<file path="src/rtl/button_debounce_pkg.sv">
// Shared types and default timing for the user-button debouncer.
// Defaults assume the 12 MHz board clock.
package button_debounce_pkg;

   typedef enum logic [2:0] {
      RELEASED     = 3'd0,
      PRESS_WAIT   = 3'd1,
      PRESSED      = 3'd2,
      LONG_HELD    = 3'd3,
      RELEASE_WAIT = 3'd4
   } db_state_t;

   localparam int CLK_HZ              = 12_000_000;
   localparam int DEBOUNCE_MS         = 10;
   localparam int LONG_MS             = 1000;
   localparam int DEF_DEBOUNCE_CYCLES = (CLK_HZ / 1000) * DEBOUNCE_MS;
   localparam int DEF_LONG_CYCLES     = (CLK_HZ / 1000) * LONG_MS;

   // Counter width able to hold 0..n-1, never narrower than one bit.
   function automatic int cnt_width(input int n);
      return ($clog2(n) < 1) ? 1 : $clog2(n);
   endfunction

endpackage

</file>
<file path="src/rtl/sync_2ff.sv">
// Two-flop synchronizer for a single asynchronous input; RESET_VALUE
// lets idle-high lines (button, UART RX) come out of reset inactive.
module sync_2ff #(
   parameter logic RESET_VALUE = 1'b1
) (
   input  logic clk,
   input  logic rst,
   input  logic d,
   output logic q
);

   logic meta;

   always_ff @(posedge clk or posedge rst) begin
      if (rst) begin
         meta <= RESET_VALUE;
         q    <= RESET_VALUE;
      end else begin
         meta <= d;
         q    <= meta;
      end
   end

endmodule

</file>
<file path="src/rtl/button_debounce.sv">
// Debounces the active-low user button and produces level, press/release
// and long-press strobes plus a wrapping press counter; all outputs registered.
module button_debounce
   import button_debounce_pkg::*;
#(
   parameter int DEBOUNCE_CYCLES = DEF_DEBOUNCE_CYCLES,
   parameter int LONG_CYCLES     = DEF_LONG_CYCLES
) (
   input  logic       clk,
   input  logic       rst,
   input  logic       btn_n_in,
   output logic       btn_level,
   output logic       press_pulse,
   output logic       release_pulse,
   output logic       long_pulse,
   output logic [7:0] press_count
);

   localparam int DEB_W = cnt_width(DEBOUNCE_CYCLES);
   localparam int HOLD_W = cnt_width(LONG_CYCLES);
   localparam logic [DEB_W-1:0]  DEB_LAST  = DEB_W'(DEBOUNCE_CYCLES - 1);
   localparam logic [HOLD_W-1:0] HOLD_LAST = HOLD_W'(LONG_CYCLES - 1);

   db_state_t         state;
   logic [DEB_W-1:0]  deb_cnt;
   logic [HOLD_W-1:0] hold_cnt;
   logic              long_seen;
   logic              btn_n_sync;
   logic              sync_pressed;

   sync_2ff #(.RESET_VALUE(1'b1)) u_sync (
      .clk (clk),
      .rst (rst),
      .d   (btn_n_in),
      .q   (btn_n_sync)
   );

   assign sync_pressed = ~btn_n_sync;

   always_ff @(posedge clk or posedge rst) begin
      if (rst) begin
         state         <= RELEASED;
         deb_cnt       <= '0;
         hold_cnt      <= '0;
         long_seen     <= 1'b0;
         btn_level     <= 1'b0;
         press_pulse   <= 1'b0;
         release_pulse <= 1'b0;
         long_pulse    <= 1'b0;
         press_count   <= '0;
      end else begin
         press_pulse   <= 1'b0;
         release_pulse <= 1'b0;
         long_pulse    <= 1'b0;
         case (state)
            RELEASED: begin
               if (sync_pressed) begin
                  state   <= PRESS_WAIT;
                  deb_cnt <= '0;
               end
            end
            PRESS_WAIT: begin
               if (!sync_pressed) begin
                  state <= RELEASED;
               end else if (deb_cnt == DEB_LAST) begin
                  state       <= PRESSED;
                  press_pulse <= 1'b1;
                  btn_level   <= 1'b1;
                  press_count <= press_count + 8'd1;
                  hold_cnt    <= '0;
                  long_seen   <= 1'b0;
               end else begin
                  deb_cnt <= deb_cnt + 1'b1;
               end
            end
            PRESSED: begin
               // Release wins over a long-press landing in the same cycle.
               if (!sync_pressed) begin
                  state   <= RELEASE_WAIT;
                  deb_cnt <= '0;
               end else if (hold_cnt == HOLD_LAST) begin
                  state      <= LONG_HELD;
                  long_pulse <= 1'b1;
                  long_seen  <= 1'b1;
               end else begin
                  hold_cnt <= hold_cnt + 1'b1;
               end
            end
            LONG_HELD: begin
               if (!sync_pressed) begin
                  state   <= RELEASE_WAIT;
                  deb_cnt <= '0;
               end
            end
            RELEASE_WAIT: begin
               if (sync_pressed) begin
                  state <= long_seen ? LONG_HELD : PRESSED;
               end else if (deb_cnt == DEB_LAST) begin
                  state         <= RELEASED;
                  release_pulse <= 1'b1;
                  btn_level     <= 1'b0;
               end else begin
                  deb_cnt <= deb_cnt + 1'b1;
               end
            end
            default: state <= RELEASED;
         endcase
      end
   end

endmodule

</file>
<file path="config.mk">
export PLATFORM = sky130hd
export DESIGN_NAME = button_debounce
export DESIGN_NICKNAME = d
export VERILOG_FILES = /design/src/rtl/button_debounce_pkg.sv /design/src/rtl/sync_2ff.sv /design/src/rtl/button_debounce.sv
export SDC_FILE = /design/constraint.sdc
export NUM_CORES = 1
export LEC_CHECK = 0
export ABC_CLOCK_PERIOD_IN_PS = 4000
export BUFFER_PORTS_ARGS = -buffer_cell sky130_fd_sc_hd__buf_2
export CORE_UTILIZATION = 60
export DETAILED_ROUTE_END_ITERATION = 8
export HOLD_SLACK_MARGIN = 0.05
export PLACE_DENSITY = 0.76
export SETUP_SLACK_MARGIN = 0.5
export SYNTH_ARGS = -nofsm -noshare
export SYNTH_HDL_FRONTEND = slang
export SYNTH_SLANG_ARGS = --single-unit
</file>
<file path="constraint.sdc">
create_clock -name clk -period 4 [get_ports clk]
set_input_delay 0.2 -clock clk [delete_from_list [all_inputs] [get_ports clk]]
set_output_delay 0.2 -clock clk [all_outputs]
set_load 0.03 [all_outputs]
</file>
=== Word level (Yosys, flattened, before mapping) ===
Cells that the tools add are included.

* Register bits: 59
* Logic and storage cells: 83

* $add $sub $neg: 3
* Eq/ne operators: 19
* Multiplexer cells: 38
* Bitwise logic cells: 1
* Reduce and logical (&&, ||, !) cells: 11

{| class="wikitable"
|+ Operator list
! kind !! count
|-
| 24-bit two-way mux || 4
|-
| 17-bit two-way mux || 5
|-
| 17-bit one-hot mux with 4 select lines || 1
|-
| 24-bit one-hot mux with 2 select lines || 1
|-
| 5-bit AND reduction || 5
|-
| 24-bit by 1-bit adder with 24-bit output, second input constant || 1
|-
| 24-bit equality test, second input constant || 1
|-
| 3-bit two-way mux || 8
|-
| 17-bit by 1-bit adder with 17-bit output, second input constant || 1
|-
| 17-bit equality test, second input constant || 1
|-
| 1-bit two-way mux || 16
|-
| 3-bit one-hot mux with 5 select lines || 1
|-
| 2-bit != test, second input constant || 7
|-
| 8-bit by 1-bit adder with 8-bit output, second input constant || 1
|-
| 3-bit by 2-bit equality test with 1-bit output, second input constant || 2
|-
| 2-bit by 1-bit != test with 1-bit output, second input constant || 3
|-
| 3-bit by 2-bit != test with 1-bit output, second input constant || 2
|-
| 1-bit one-hot mux with 2 select lines || 2
|-
| 2-bit nonzero test || 2
|-
| 4-bit nonzero test || 1
|-
| 3-bit by 1-bit equality test with 1-bit output, second input constant || 1
|-
| 3-bit equality test, second input constant || 1
|-
| 3-bit zero test || 1
|-
| 3-bit != test, second input constant || 1
|-
| 3 further kinds || 3
|}

=== Depth between registers and ports, before layout ===
* Depth in word-level cells: 4
* Depth in mapped cells: 8

=== Hierarchy ===
A second synthesis with hierarchy kept.

* Cell total of the unflattened synthesis: 350
* Area, all modules: 3253.1 µm²

{| class="wikitable"
|+ By module, submodules not included
! module !! instances !! cells an instance !! area each (µm²) !! seq. area each (µm²)
|-
| button_debounce || 1 || 347 || 3196.8 || 1426.4
|-
| sync_2ff || 1 || 3 || 56.3 || 52.6
|}

=== Least setup slack after synthesis ===
OpenSTA, ideal clock, no wires.

* Path type: register -> register
* Start: reg deb_cnt[8]
* End: reg hold_cnt[22]
* Arrival: 1.938 ns
* Setup slack: 1.930 ns
* Stages on the path, launching flop included: 7
* Path buffers: 0
* Cells stage by stage: dfrtp_1 or3b_4 nor3_4 nand4_4 a2111oi_1 xnor2_1 nor2_1

* Cells in the longest elaborated chain, start to end: 3

{| class="wikitable"
|+ RTL lines
! item !! line !! text
|-
| from (decl) || button_debounce.sv:25 || <nowiki>logic [DEB_W-1:0] deb_cnt;</nowiki>
|-
| from (signal assigned) || button_debounce.sv:73 || <nowiki>deb_cnt <= deb_cnt + 1'b1;</nowiki>
|-
| from (signal assigned) || button_debounce.sv:103 || <nowiki>deb_cnt <= deb_cnt + 1'b1;</nowiki>
|-
| 17-bit equality test || button_debounce.sv:65 || <nowiki>end else if (deb_cnt == DEB_LAST) begin</nowiki>
|-
| 2-bit != test (no line) || -- ||
|-
| 5-bit AND reduction (no line) || -- ||
|-
| to (signal assigned) || button_debounce.sv:86 || <nowiki>hold_cnt <= hold_cnt + 1'b1;</nowiki>
|-
| to (decl) || button_debounce.sv:26 || <nowiki>logic [HOLD_W-1:0] hold_cnt;</nowiki>
|}

Every way passes these cells.
A chain may end at the register's enable or synchronous reset.

=== Worst setup path after layout ===
* Start: reg state[2]
* End: reg hold_cnt[18]

* Cells in the longest elaborated chain, start to end: 3
* Elaborated cells between the ends (all ways): 9
* Classes of those cells: eq/ne (6); mux (1); reduce/logical (2)

{| class="wikitable"
|+ RTL lines
! item !! line !! text
|-
| from (decl) || button_debounce.sv:24 || <nowiki>db_state_t state;</nowiki>
|-
| from (signal assigned) || button_debounce.sv:97 || <nowiki>state <= long_seen ? LONG_HELD : PRESSED;</nowiki>
|-
| 3-bit by 2-bit equality test with 1-bit output or 3-bit by 1-bit equality test with 1-bit output (tied branches) || button_debounce.sv:55 || <nowiki>case (state)</nowiki>
|-
| 2-bit != test (no line) or 2-bit nonzero test (tied branches) || -- ||
|-
| 5-bit AND reduction (no line) || -- ||
|}

Several ways; a longest one is shown, not always the timed one.

==> flow_summary.json <==
{
  "use_met3_pct": 4.47,
  "layout_setup_ws_ps": 1550,
  "die_area_sq_mm": 0.00550,
  "grt_overflow_total": 0,
  "grt_max_degree": 31,
  "antenna_found_initial": 0,
  "rsz0062_at_grt": "false",
  "area_growth_pct": 9.77,
  "skew_ps": 11.6,
  "core_area_sq_mm": 0.00488,
  "drc_errors": 0,
  "multiInputGateArea_sq_mm": 0.00156,
  "ys_seq_area_share_pct": 47.3,
  "first_global_vias": 2170,
  "path_clk_slew_ps": 70,
  "clock_path_buffers": 2,
  "final_cells": 419,
  "cp.required_ps": 4180,
  "clk_latency_ps": 330,
  "first_pass_iters": 4,
  "hp-class": "reg -> reg",
  "r2r_cells": 5,
  "synth_cells": 332,
  "cts_root_buf": "clkbuf_8",
  "via_count": 2406,
  "cp-end-kind": "flip-flop",
  "crit_buf_inv": 0,
  "ys_warn_count": 0,
  "synthFlopType": "dfrtp_1",
  "yosysTopAreaCell": "dfrtp_1",
  "cts_buffers": 9,
  "power_leakage_nw": 1.45,
  "startpoint_type": "flip-flop",
  "critPathKind": "reg -> reg",
  "fin_crit_sh_pct": 61.3,
  "grt.met1_usage_pct": 36.2,
  "hold_depth": 0,
  "track_usage_pct": 24.7,
  "cts_htree_levels": 3,
  "synth_area_leaders": "dfrtp_1 46%, xnor2_1 9.5%, nor2_1 5.0%",
  "power.switching_mw": 0.254,
  "final_cell_mix": "57 x dfrtp_1, 42 x nor2_1, 34 x xnor2_1, 32 x nand2_1, 16 x nand3_1",
  "pin_count": 15,
  "peakVddDrop_v": 0.000365,
  "io_buffers": 14,
  "cp_common_cell": "nor2_1",
  "finalHoldViolations": 0,
  "n_antenna_cell": 0,
  "power_frac_seq_pct": 54.3,
  "cts_sinks": 59,
  "antenna_left": 0,
  "busiest_layer": "met2",
  "fin_nets": 353,
  "ys_ff_latch": 59,
  "start_util_pct": 64.1,
  "cp.arrival_ps": 2630,
  "fillerInstances": 375,
  "r2r_setup_slack_ps": 1550,
  "drtIter0Drc": 157,
  "pwr-share-clk_pct": 42.8,
  "synth_edf_count": 0,
  "relSlewSlack_pct": 44.0,
  "dieWidth_um": 74.2,
  "powerDensity_mw_per_mm2": 327,
  "status": "completed",
  "dpl.cell_count": 401,
  "cp.depth": 5,
  "fmax_ghz": 0.408,
  "avgSynthCellArea_sq_um": 9.41,
  "setup_violations": 0,
  "synth_top_area_share_pct": 45.6,
  "path_cells": "nor2_1 > nand3b_1 > a2111oi_1 > xnor2_1 > nor2_1",
  "rows": 25,
  "worstMarginPinSlew_ps": 839,
  "whs_ps": 359,
  "swShare_pct": 22.6,
  "use_met2_pct": 36.7,
  "regArea_sq_mm": 0.00148,
  "layout_commonest_cell": "dfrtp_1",
  "vias_per_cell": 5.74,
  "async_flop_share_pct": 100,
  "syn_nets": 338,
  "final.setup.tns_ps": 0,
  "cts_tree": "yes",
  "final_layout_size_suffix_gt1_share_pct": 11.6,
  "grt_first_pass_wirelength_um": 10200,
  "cp_max_fo": 21,
  "drt_wl_total_um": 6000,
  "drv_slew": 0,
  "gp_congestion": 0.828,
  "die_h_um": 74.2,
  "power_frac_comb_pct": 2.9,
  "period_needed_ps": 2450,
  "slowest_stage": "a2111oi_1",
  "synthDistinctLibCells": 47,
  "hpwl_um": 4130,
  "synth_area_sq_mm": 0.00313,
  "cap_viol_max_count": 0,
  "cp_top_family": "simple AND/OR/NAND/NOR gates",
  "post_drt_wl_per_cell_um": 14.3,
  "place_ws_ps": 1580,
  "slowest_delay_ps": 670,
  "p_int_mw": 0.868
}
## layout make-up
class / instances / area share [%]
Clock inverter: 3 / 0.438
Timing Repair Buffer: 17 / 2.84
Clock buffer: 13 / 4.63
Tap cell: 67 / 2.44
Inverter: 11 / 1.20
Multi-Input combinational cell: 249 / 45.3
Sequential cell: 59 / 43.1
## path summary, 6_finish.rpt
| kind | from | to |
|---|---|---|
| setup / recovery | state[2]$_DFFE_PP0P_ | hold_cnt[18]$_DFFE_PP0P_ |
| hold / removal | u_sync.meta$_DFF_PP1_ | u_sync.q$_DFF_PP1_ |
| setup reg to reg | state[2]$_DFFE_PP0P_ | hold_cnt[18]$_DFFE_PP0P_ |
| hold reg to reg | u_sync.meta$_DFF_PP1_ | u_sync.q$_DFF_PP1_ |
| max in group asynchronous | rst | hold_cnt[11]$_DFFE_PP0P_ |
| min in group asynchronous | rst | deb_cnt[15]$_DFFE_PP0P_ |
## cells in the mapped netlist, types with 10 or more instances
cell type and number:
nand3_1 16, nor2_1 42, dfrtp_1 57, xnor2_1 34, nand2_1 32, nand4_1 13
a21oi_1 15, inv_1 11, clkbuf_1 10, nor3_1 10, o21ai_0 12
## cell families after synthesis
kind of cell	count (synthesis)	share of synthesized area, %
mux	4	1.28
compound gates	53	11.3
flops	59	47.3
buf+inv	24	2.92
xor+xnor	37	10.4
simple gates	152	25.6
fa+ha+maj	3	1.20
## layer usage
metal | part of all wire [%] | vias to the layer above | routed length [um]
met2 | 44 | 48 | 2650
met1 | 51 | 1147 | 3040
li1 | - | 1202 | -
met4 | 1.4 | 0 | 86
met3 | 3.7 | 9 | 221
met5 | 0 | - | 0
## power groups by stage
stage          Clock, mW  Combinational [mW]  Sequential [mW]
2_1_floorplan          0              0.0249            0.618
3_3_place_gp           0              0.0310            0.620
3_5_place_dp           0              0.0321            0.620
4_1_cts            0.487              0.0333            0.609
5_1_grt            0.514              0.0381            0.610
6_report           0.480              0.0322            0.609
## per-stage QoR
stage	utilization, %	power [mW]	cell area, sq um
after floorplan	-	0.643	3130
after global placement	66.3	0.651	3240
after detailed placement	66.3	0.652	3240
after CTS	70.3	1.13	3430
after global routing	70.3	1.16	3430
final	70.3	1.12	3430
## state kept, by name, indices dropped and copies added, names as in the netlist
signal         flops
long_pulse         1
long_seen          1
press_pulse        1
deb_cnt           17
u_sync.q           1
release_pulse      1
u_sync.meta        1
hold_cnt          24
press_count        8
state              3
btn_level          1
## repair_timing
action                                 in CTS  in global routing
hold buffers                                2                  0
setup buffers                               0                  0
endpoints found under the hold margin      28                  0
resized for setup                           0                  0
No activity file was read; power rests on OpenSTA's default activity.
